==> src/rtl/mm_trg_multi.sv <==
// mm_trg_multi: multi-lane threshold trigger with hysteresis, retrigger extension and self-computed baseline.
// Define BASELINE_TRACK_EN to keep refreshing the baseline over quiet windows while armed.
module mm_trg_multi #(
    parameter int SAMPLE_NUM           = 8,
    parameter int ADC_RESOLUTION_WIDTH = 12,
    parameter int THRESHOLD            = 410,
    parameter int HYSTERESIS           = 16,
    parameter bit POLARITY             = 1'b0,
    parameter int BASELINE_LOG2        = 4,
    parameter int POST_ACQUI_LEN       = 38,
    parameter int TIME_STAMP_WIDTH     = 16,
    localparam int LANE_W = (SAMPLE_NUM > 1) ? $clog2(SAMPLE_NUM) : 1
) (
    input  logic                            AXIS_ACLK,
    input  logic                            AXIS_ARESET,
    input  logic                            EN,
    input  logic [SAMPLE_NUM*16-1:0]        S_AXIS_TDATA,
    input  logic                            S_AXIS_TVALID,
    input  logic [TIME_STAMP_WIDTH-1:0]     CURRENT_TIME,
    output logic [ADC_RESOLUTION_WIDTH-1:0] O_BASELINE,
    output logic                            O_BL_VALID,
    output logic                            O_START_TRG,
    output logic                            O_FINALIZE_TRG,
    output logic [TIME_STAMP_WIDTH-1:0]     O_TIME_STAMP,
    output logic [LANE_W-1:0]               O_HIT_LANE,
    output logic                            O_TRG_BUSY
);

    localparam int AW    = ADC_RESOLUTION_WIDTH;
    localparam int ACC_W = AW + BASELINE_LOG2;
    localparam int BLC_W = BASELINE_LOG2 + 1;
    localparam int PC_W  = $clog2(POST_ACQUI_LEN + 1);

    localparam logic [BLC_W-1:0]  BL_LAST   = BLC_W'((1 << BASELINE_LOG2) - 1);
    localparam logic [PC_W-1:0]   POST_LAST = PC_W'(POST_ACQUI_LEN - 1);
    localparam logic signed [AW:0] TRG_LVL  = (AW+1)'(THRESHOLD);
    localparam logic signed [AW:0] REL_LVL  = (AW+1)'(THRESHOLD - HYSTERESIS);

    typedef enum logic [1:0] {BL_CALC, ARMED, ACTIVE, POST} state_t;

    state_t                  state, state_next;
    logic [SAMPLE_NUM-1:0]   hit;
    logic                    any_hit;
    logic                    rel_all;
    logic [LANE_W-1:0]       hit_lane;
    logic [ACC_W-1:0]        acc;
    logic [ACC_W-1:0]        acc_sum;
    logic [BLC_W-1:0]        bl_cnt;
    logic                    win_end;
    logic [PC_W-1:0]         post_cnt;
    logic                    start_evt, fin_evt, post_clr, post_inc;
`ifdef BASELINE_TRACK_EN
    logic                    win_hit;
`endif

    // Upper lane bits above the ADC resolution carry no information.
    logic unused_tdata;
    assign unused_tdata = ^S_AXIS_TDATA;

    always_comb begin : lane_eval
        logic signed [AW:0] smp;
        logic signed [AW:0] bse;
        logic signed [AW:0] d;
        // NOTE: every always_comb output gets a default before any branch, so no latch can be inferred.
        hit     = '0;
        rel_all = 1'b1;
        smp     = '0;
        bse     = '0;
        d       = '0;
        for (int i = 0; i < SAMPLE_NUM; i++) begin
            smp    = $signed({1'b0, S_AXIS_TDATA[16*i +: AW]});
            bse    = $signed({1'b0, O_BASELINE});
            d      = POLARITY ? (smp - bse) : (bse - smp);
            hit[i] = d > TRG_LVL;
            if (d >= REL_LVL) rel_all = 1'b0;
        end
    end

    always_comb begin
        hit_lane = '0;
        for (int i = SAMPLE_NUM - 1; i >= 0; i--) begin
            if (hit[i]) hit_lane = LANE_W'(i);
        end
    end

    assign any_hit    = |hit;
    assign acc_sum    = acc + ACC_W'(S_AXIS_TDATA[AW-1:0]);
    assign win_end    = (bl_cnt == BL_LAST);
    assign O_TRG_BUSY = (state == ACTIVE) || (state == POST);

    always_comb begin
        state_next = state;
        start_evt  = 1'b0;
        fin_evt    = 1'b0;
        post_clr   = 1'b0;
        post_inc   = 1'b0;
        if (S_AXIS_TVALID) begin
            case (state)
                BL_CALC: if (win_end) state_next = ARMED;
                ARMED: begin
                    if (any_hit && EN) begin
                        state_next = ACTIVE;
                        start_evt  = 1'b1;
                    end
                end
                ACTIVE: begin
                    if (!any_hit && rel_all) begin
                        state_next = POST;
                        post_clr   = 1'b1;
                    end
                end
                POST: begin
                    // A fresh hit extends the current event instead of opening a new one.
                    if (any_hit) begin
                        state_next = ACTIVE;
                        post_clr   = 1'b1;
                    end else if (post_cnt == POST_LAST) begin
                        state_next = ARMED;
                        fin_evt    = 1'b1;
                        post_clr   = 1'b1;
                    end else begin
                        post_inc = 1'b1;
                    end
                end
                default: state_next = BL_CALC;
            endcase
        end
    end

    // NOTE: sequential state uses non-blocking assignments so every register samples pre-edge values.
    always_ff @(posedge AXIS_ACLK) begin
        if (AXIS_ARESET) state <= BL_CALC;
        else             state <= state_next;
    end

    always_ff @(posedge AXIS_ACLK) begin
        if (AXIS_ARESET) begin
            acc            <= '0;
            bl_cnt         <= '0;
            post_cnt       <= '0;
            O_BASELINE     <= '0;
            O_BL_VALID     <= 1'b0;
            O_START_TRG    <= 1'b0;
            O_FINALIZE_TRG <= 1'b0;
            O_TIME_STAMP   <= '0;
            O_HIT_LANE     <= '0;
`ifdef BASELINE_TRACK_EN
            win_hit        <= 1'b0;
`endif
        end else begin
            O_START_TRG    <= start_evt;
            O_FINALIZE_TRG <= fin_evt;
            if (start_evt) begin
                O_TIME_STAMP <= CURRENT_TIME;
                O_HIT_LANE   <= hit_lane;
            end
            if (post_clr)      post_cnt <= '0;
            else if (post_inc) post_cnt <= post_cnt + 1'b1;

            if (S_AXIS_TVALID) begin
                if (state == BL_CALC) begin
                    if (win_end) begin
                        O_BASELINE <= acc_sum[ACC_W-1:BASELINE_LOG2];
                        O_BL_VALID <= 1'b1;
                        acc        <= '0;
                        bl_cnt     <= '0;
                    end else begin
                        acc    <= acc_sum;
                        bl_cnt <= bl_cnt + 1'b1;
                    end
                end
`ifdef BASELINE_TRACK_EN
                else if (state == ARMED && !start_evt) begin
                    if (win_end) begin
                        if (!(win_hit || any_hit)) O_BASELINE <= acc_sum[ACC_W-1:BASELINE_LOG2];
                        acc     <= '0;
                        bl_cnt  <= '0;
                        win_hit <= 1'b0;
                    end else begin
                        acc     <= acc_sum;
                        bl_cnt  <= bl_cnt + 1'b1;
                        win_hit <= win_hit | any_hit;
                    end
                end
`endif
                else begin
                    acc    <= '0;
                    bl_cnt <= '0;
`ifdef BASELINE_TRACK_EN
                    win_hit <= 1'b0;
`endif
                end
            end
        end
    end

endmodule

==> config.mk <==
export PLATFORM = sky130hd
export DESIGN_NAME = mm_trg_multi
export DESIGN_NICKNAME = d
export VERILOG_FILES = /design/src/rtl/mm_trg_multi.sv
export SDC_FILE = /design/constraint.sdc
export NUM_CORES = 1
export LEC_CHECK = 0
export ABC_AREA = 1
export BUFFER_PORTS_ARGS = -buffer_cell sky130_fd_sc_hd__buf_2
export CAP_MARGIN = 20
export CELL_PAD_IN_SITES_DETAIL_PLACEMENT = 1
export CELL_PAD_IN_SITES_GLOBAL_PLACEMENT = 2
export CORE_ASPECT_RATIO = 1.75
export CORE_MARGIN = 2
export CORE_UTILIZATION = 30
export CTS_BUF_LIST = sky130_fd_sc_hd__clkbuf_4 sky130_fd_sc_hd__clkbuf_8
export DETAILED_ROUTE_END_ITERATION = 16
export PLACE_DENSITY_LB_ADDON = 0.1
export SLEW_MARGIN = 20
export SYNTH_ARGS = -nofsm -noshare
export SYNTH_HDL_FRONTEND = slang
export SYNTH_SLANG_ARGS = --single-unit
==> constraint.sdc <==
create_clock -name AXIS_ACLK -period 3.7 [get_ports AXIS_ACLK]
set_input_delay 0.37 -clock AXIS_ACLK [delete_from_list [all_inputs] [get_ports AXIS_ACLK]]
set_output_delay 0.37 -clock AXIS_ACLK [all_outputs]
set_load 0.03 [all_outputs]
==> results_tabular.tex <==
\begin{tabular}{lr}
\hline
Metric & Value \\
\hline
\multicolumn{2}{l}{\textbf{Status}} \\
Result of the run & completed \\
\multicolumn{2}{l}{\textbf{Global routing}} \\
Initial antenna violation count & 1 \\
Global route overflow & 0 \\
Number of global-route vias before repair & 12700 \\
Largest net degree at the start of global routing & 37 \\
Wire length of the first global-routing pass & 61.1 mm \\
Global-route usage over all layers & 21.6\% \\
\multicolumn{2}{l}{\textbf{Power and ir drop}} \\
Leakage power & 0.00716 uW \\
Power density over the cells & 173 mW/mm\^{}2 \\
Maximum vdd drop & 317 uV \\
Total Power & 2100 uW \\
\multicolumn{2}{l}{\textbf{CTS}} \\
Number of sinks handled by clock tree synthesis & 63 \\
TritonCTS buffer count & 9 \\
Source-to-sink clock delay at the later pin of the worst-skew pair & 0.37 ns \\
Clock root cell & clkbuf\_8 \\
Post-cts repair resize count & 0 \\
TritonCTS clock tree & done \\
CTS clk-pin slew, worst paths & 0.07 ns \\
Deepest level of the CTS H-tree & 3 \\
Post-CTS setup buffer count & 0 \\
Worst-case clock buffer depth & 2 \\
CTS Hold Buffers Added & 0 \\
\multicolumn{2}{l}{\textbf{Critical path}} \\
Logic depth of the worst register-to-register path & 23 \\
Crit path max-delay cell type & fa\_1 \\
CP required & 3.96 ns \\
Worst r2r dst & post\_cnt[2] \\
Setup slack, reg-to-reg & 0.33 ns \\
Critical Path Max Stage Delay & 0.45 ns \\
Startpoint of the worst register-to-register path & O\_BASELINE[0] \\
Buffering stage count on the worst path with inverters included & 4 \\
Largest fanout on the critical path & 8 \\
Worst EP arrival & 3.63 ns \\
Kind of end point of the critical path & flip-flop \\
CP top delay family & simple AND/OR/NAND/NOR gates \\
Nature of the critical path startpoint & flip-flop \\
Ordered list of cells on the worst path & inv\_1 > buf\_12 > ha\_1 > inv\_1 > fa\_1 > nand3\_1 > nand3\_1 > nand2\_1 > nand2\_1 > nand2\_1 > nand3\_1 > nor2\_4 > nand4\_2 > nand3\_2 > nand2\_2 > nor2\_4 > nand2\_4 > nor2\_4 > nand3\_2 > nand2\_1 > o21ai\_2 > inv\_1 > nor2\_1 \\
Cell with the most instances on the worst path & nand2\_1 \\
Type of the worst setup path & flip-flop to flip-flop \\
\multicolumn{2}{l}{\textbf{Drt}} \\
Post-DR vias/cell & 4.78 \\
DR iter-0 viols & 188 \\
Final Routed Wirelength & 38.7 mm \\
Number of detailed-route iterations in the first pass & 4 \\
Number of antenna-violating nets in the routed design & 0 \\
Final routed wire length divided by cell count & 15.5 um \\
DRC viols & 0 \\
Total via count after detailed routing & 11900 \\
\multicolumn{2}{l}{\textbf{Hold path}} \\
Type of the tightest min-delay check & input port to flip-flop \\
Startpoint of the tightest hold check path & CURRENT\_TIME[5] \\
Instance count along the most critical hold path & 3 \\
Min-Delay Endpoint & O\_TIME\_STAMP[5] \\
\multicolumn{2}{l}{\textbf{STA}} \\
Count of final hold-check violations & 0 \\
Worst-case headroom to the max-slew limit & 61.9\% \\
Least-Margin Pin Slew & 0.572 ns \\
Total Negative Setup Slacks & 0 ns \\
Final slew viol count & 0 \\
Endpoints failing setup & 0 \\
Unrepaired setup endpoints after global routing & false \\
Fin Clk Skew & 0.00935 ns \\
Final period utilization & 91.0\% \\
Time the final worst path needs with I/O delays and setup & 3.37 ns \\
Maximum achievable frequency & 297 MHz \\
\multicolumn{2}{l}{\textbf{Cells and area}} \\
Layout overhead on the synthesized area & 17.2\% \\
Fill count & 4756 \\
Fraction of the core area covered by cells at the end of the flow & 35.4\% \\
Final standard cell count with taps included and fillers excluded & 2500 \\
Most frequent standard cell in the layout excluding fill and tap cells & nand2\_1 \\
Most used cells in the layout excluding fill and tap cells & nand2\_1 (582), inv\_1 (385), nor2\_1 (156) \\
Sequential cell area & 0.00126 mm\^{}2 \\
Fraction of layout instances using a drive strength above 1 & 14.3\% \\
Area occupied by multi-input gates & 0.00754 mm\^{}2 \\
Final layout net count & 2302 \\
\multicolumn{2}{l}{\textbf{Yosys}} \\
Number of storage elements in the synthesis netlist & 63 \\
Post-synth top area cell & nand2\_1 \\
Number of enable flip-flop cells after synthesis & 0 \\
Gate count of the mapped netlist & 1856 \\
Top-area cell type share of the netlist area & 21.2\% \\
Mapped cell area & 0.0103 mm\^{}2 \\
Number of library cell types mapped by synthesis & 43 \\
Proportion of synthesized flip-flops having asynchronous set or reset & 0\% \\
Average cell area after synthesis & 5.57 um\^{}2 \\
Post-Synthesis Net Count & 2124 \\
Share of synthesized area occupied by flip-flops and latches & 12.2\% \\
Main synth FF type & dfxtp\_1 \\
Number of warnings printed during yosys synthesis & 0 \\
Top post-synthesis cells by area & nand2\_1 (21\%), inv\_1 (14\%), ha\_1 (13\%) \\
\multicolumn{2}{l}{\textbf{Place}} \\
Placed insts & 2482 \\
Port bufs & 150 \\
Weighted congestion reported at the end of routability-driven placement & 0.861 \\
DP Wirelength & 33.4 mm \\
\multicolumn{2}{l}{\textbf{Die}} \\
I/O pin total & 183 \\
\# rows & 90 \\
Die boundary height & 250 um \\
Initial Utilization & 30.2\% \\
Die Footprint & 0.0360 mm\^{}2 \\
Core footprint & 0.0342 mm\^{}2 \\
Die X-Extent & 144 um \\
\multicolumn{2}{l}{\textbf{Flow run}} \\
Max-cap check violation count & 0 \\
\hline
\end{tabular}
-- Yosys cell counts, drive strengths merged, types with 2 or more instances --
master / instances
o22ai: 2
xnor2: 11
clkinv: 4
xor2: 29
o211ai: 10
and2: 2
or2: 12
nand4: 47
and3: 3
fa: 9
nor3: 15
nand3: 163
a211oi: 2
a21o: 2
inv: 404
clkbuf: 9
ha: 111
a21oi: 97
nand2: 603
nand3b: 13
nor2: 173
buf: 5
dfxtp: 63
o21bai: 9
o21ai: 55
-- report_power, final --
part           total [uW]  internal, uW  switching (uW)
logic                 755           283             472
registers             723           705            18.3
clock network         624           341             283
-- worst reg2reg max path, cell delays in order, from the launching register on --
cell	delay (ns)
dfxtp_1	0.33
inv_1	0.09
buf_12	0.16
ha_1	0.16
inv_1	0.08
fa_1	0.45
nand3_1	0.11
nand3_1	0.11
nand2_1	0.10
nand2_1	0.08
nand2_1	0.07
nand3_1	0.17
nor2_4	0.18
nand4_2	0.13
nand3_2	0.15
nand2_2	0.10
nor2_4	0.12
nand2_4	0.10
nor2_4	0.19
nand3_2	0.16
nand2_1	0.12
o21ai_2	0.05
inv_1	0.05
nor2_1	0.03
-- cell families (layout without fill, tap and decap cells) --
logic type                 count (synthesis)  count (layout)  share of synthesized area [%]
AOI/OAI and AO/OA                        179             179                           9.45
DFF                                       63              63                           12.2
other                                      0               1                              0
and+or+nand+nor                         1032            1033                           44.0
adders and majority gates                120             120                           15.2
xor gates and xnor gates                  40              40                           3.53
buffers and inverters                    422             604                           15.6
-- metal layers --
| metal | share of wire [%] | wire length [um] | vias up | track usage [%] |
|---|---|---|---|---|
| li1 | - | - | 6144 | - |
| met1 | 37 | 14400 | 5578 | 21.3 |
| met2 | 57 | 22000 | 171 | 45.0 |
| met3 | 3.0 | 1160 | 46 | 2.28 |
| met4 | 3.0 | 1150 | 0 | 6.63 |
| met5 | 0 | 0 | - | 0 |
-- final cells by class --
type / instances / share of cell area [%]
Sequential cell: 63 / 10.4
Multi-Input combinational cell: 1372 / 62.2
Antenna cell: 1 / 0.0206
Clock buffer: 12 / 1.26
Clock inverter: 4 / 0.372
Inverter: 408 / 12.6
Timing Repair Buffer: 180 / 8.36
Tap cell: 460 / 4.75
-- worst max path at each step --
stage,start,end,slack (ns),depth (start not counted)
2_1_floorplan,O_BASELINE[1],post_cnt[2],0.36,23
6_report,O_BASELINE[0],post_cnt[2],0.33,23
3_5_place_dp,O_BASELINE[0],post_cnt[1],0.19,25
4_1_cts,O_BASELINE[0],post_cnt[1],0.16,25
5_1_grt,O_BASELINE[0],post_cnt[4],0.007,23
3_3_place_gp,O_BASELINE[0],post_cnt[1],0.29,25
-- sequential cells by signal, indices dropped and copies added, names as in the netlist --
register	flops
O_BASELINE	12
acc	16
bl_cnt	5
O_FINALIZE_TRG	1
O_BL_VALID	1
O_TIME_STAMP	16
post_cnt	6
state	2
O_START_TRG	1
O_HIT_LANE	3
-- per-stage QoR --
stage                     worst slack, ns  hold WS, ns  cell area [um^2]
after global routing              0.00736        0.293             12100
final                               0.333        0.270             12100
after CTS                           0.163        0.252             12000
after floorplan                     0.360        0.422             10300
after global placement              0.286        0.430             11800
after detailed placement            0.187        0.440             11800
Note: power is estimated with default switching activity, not from simulation.
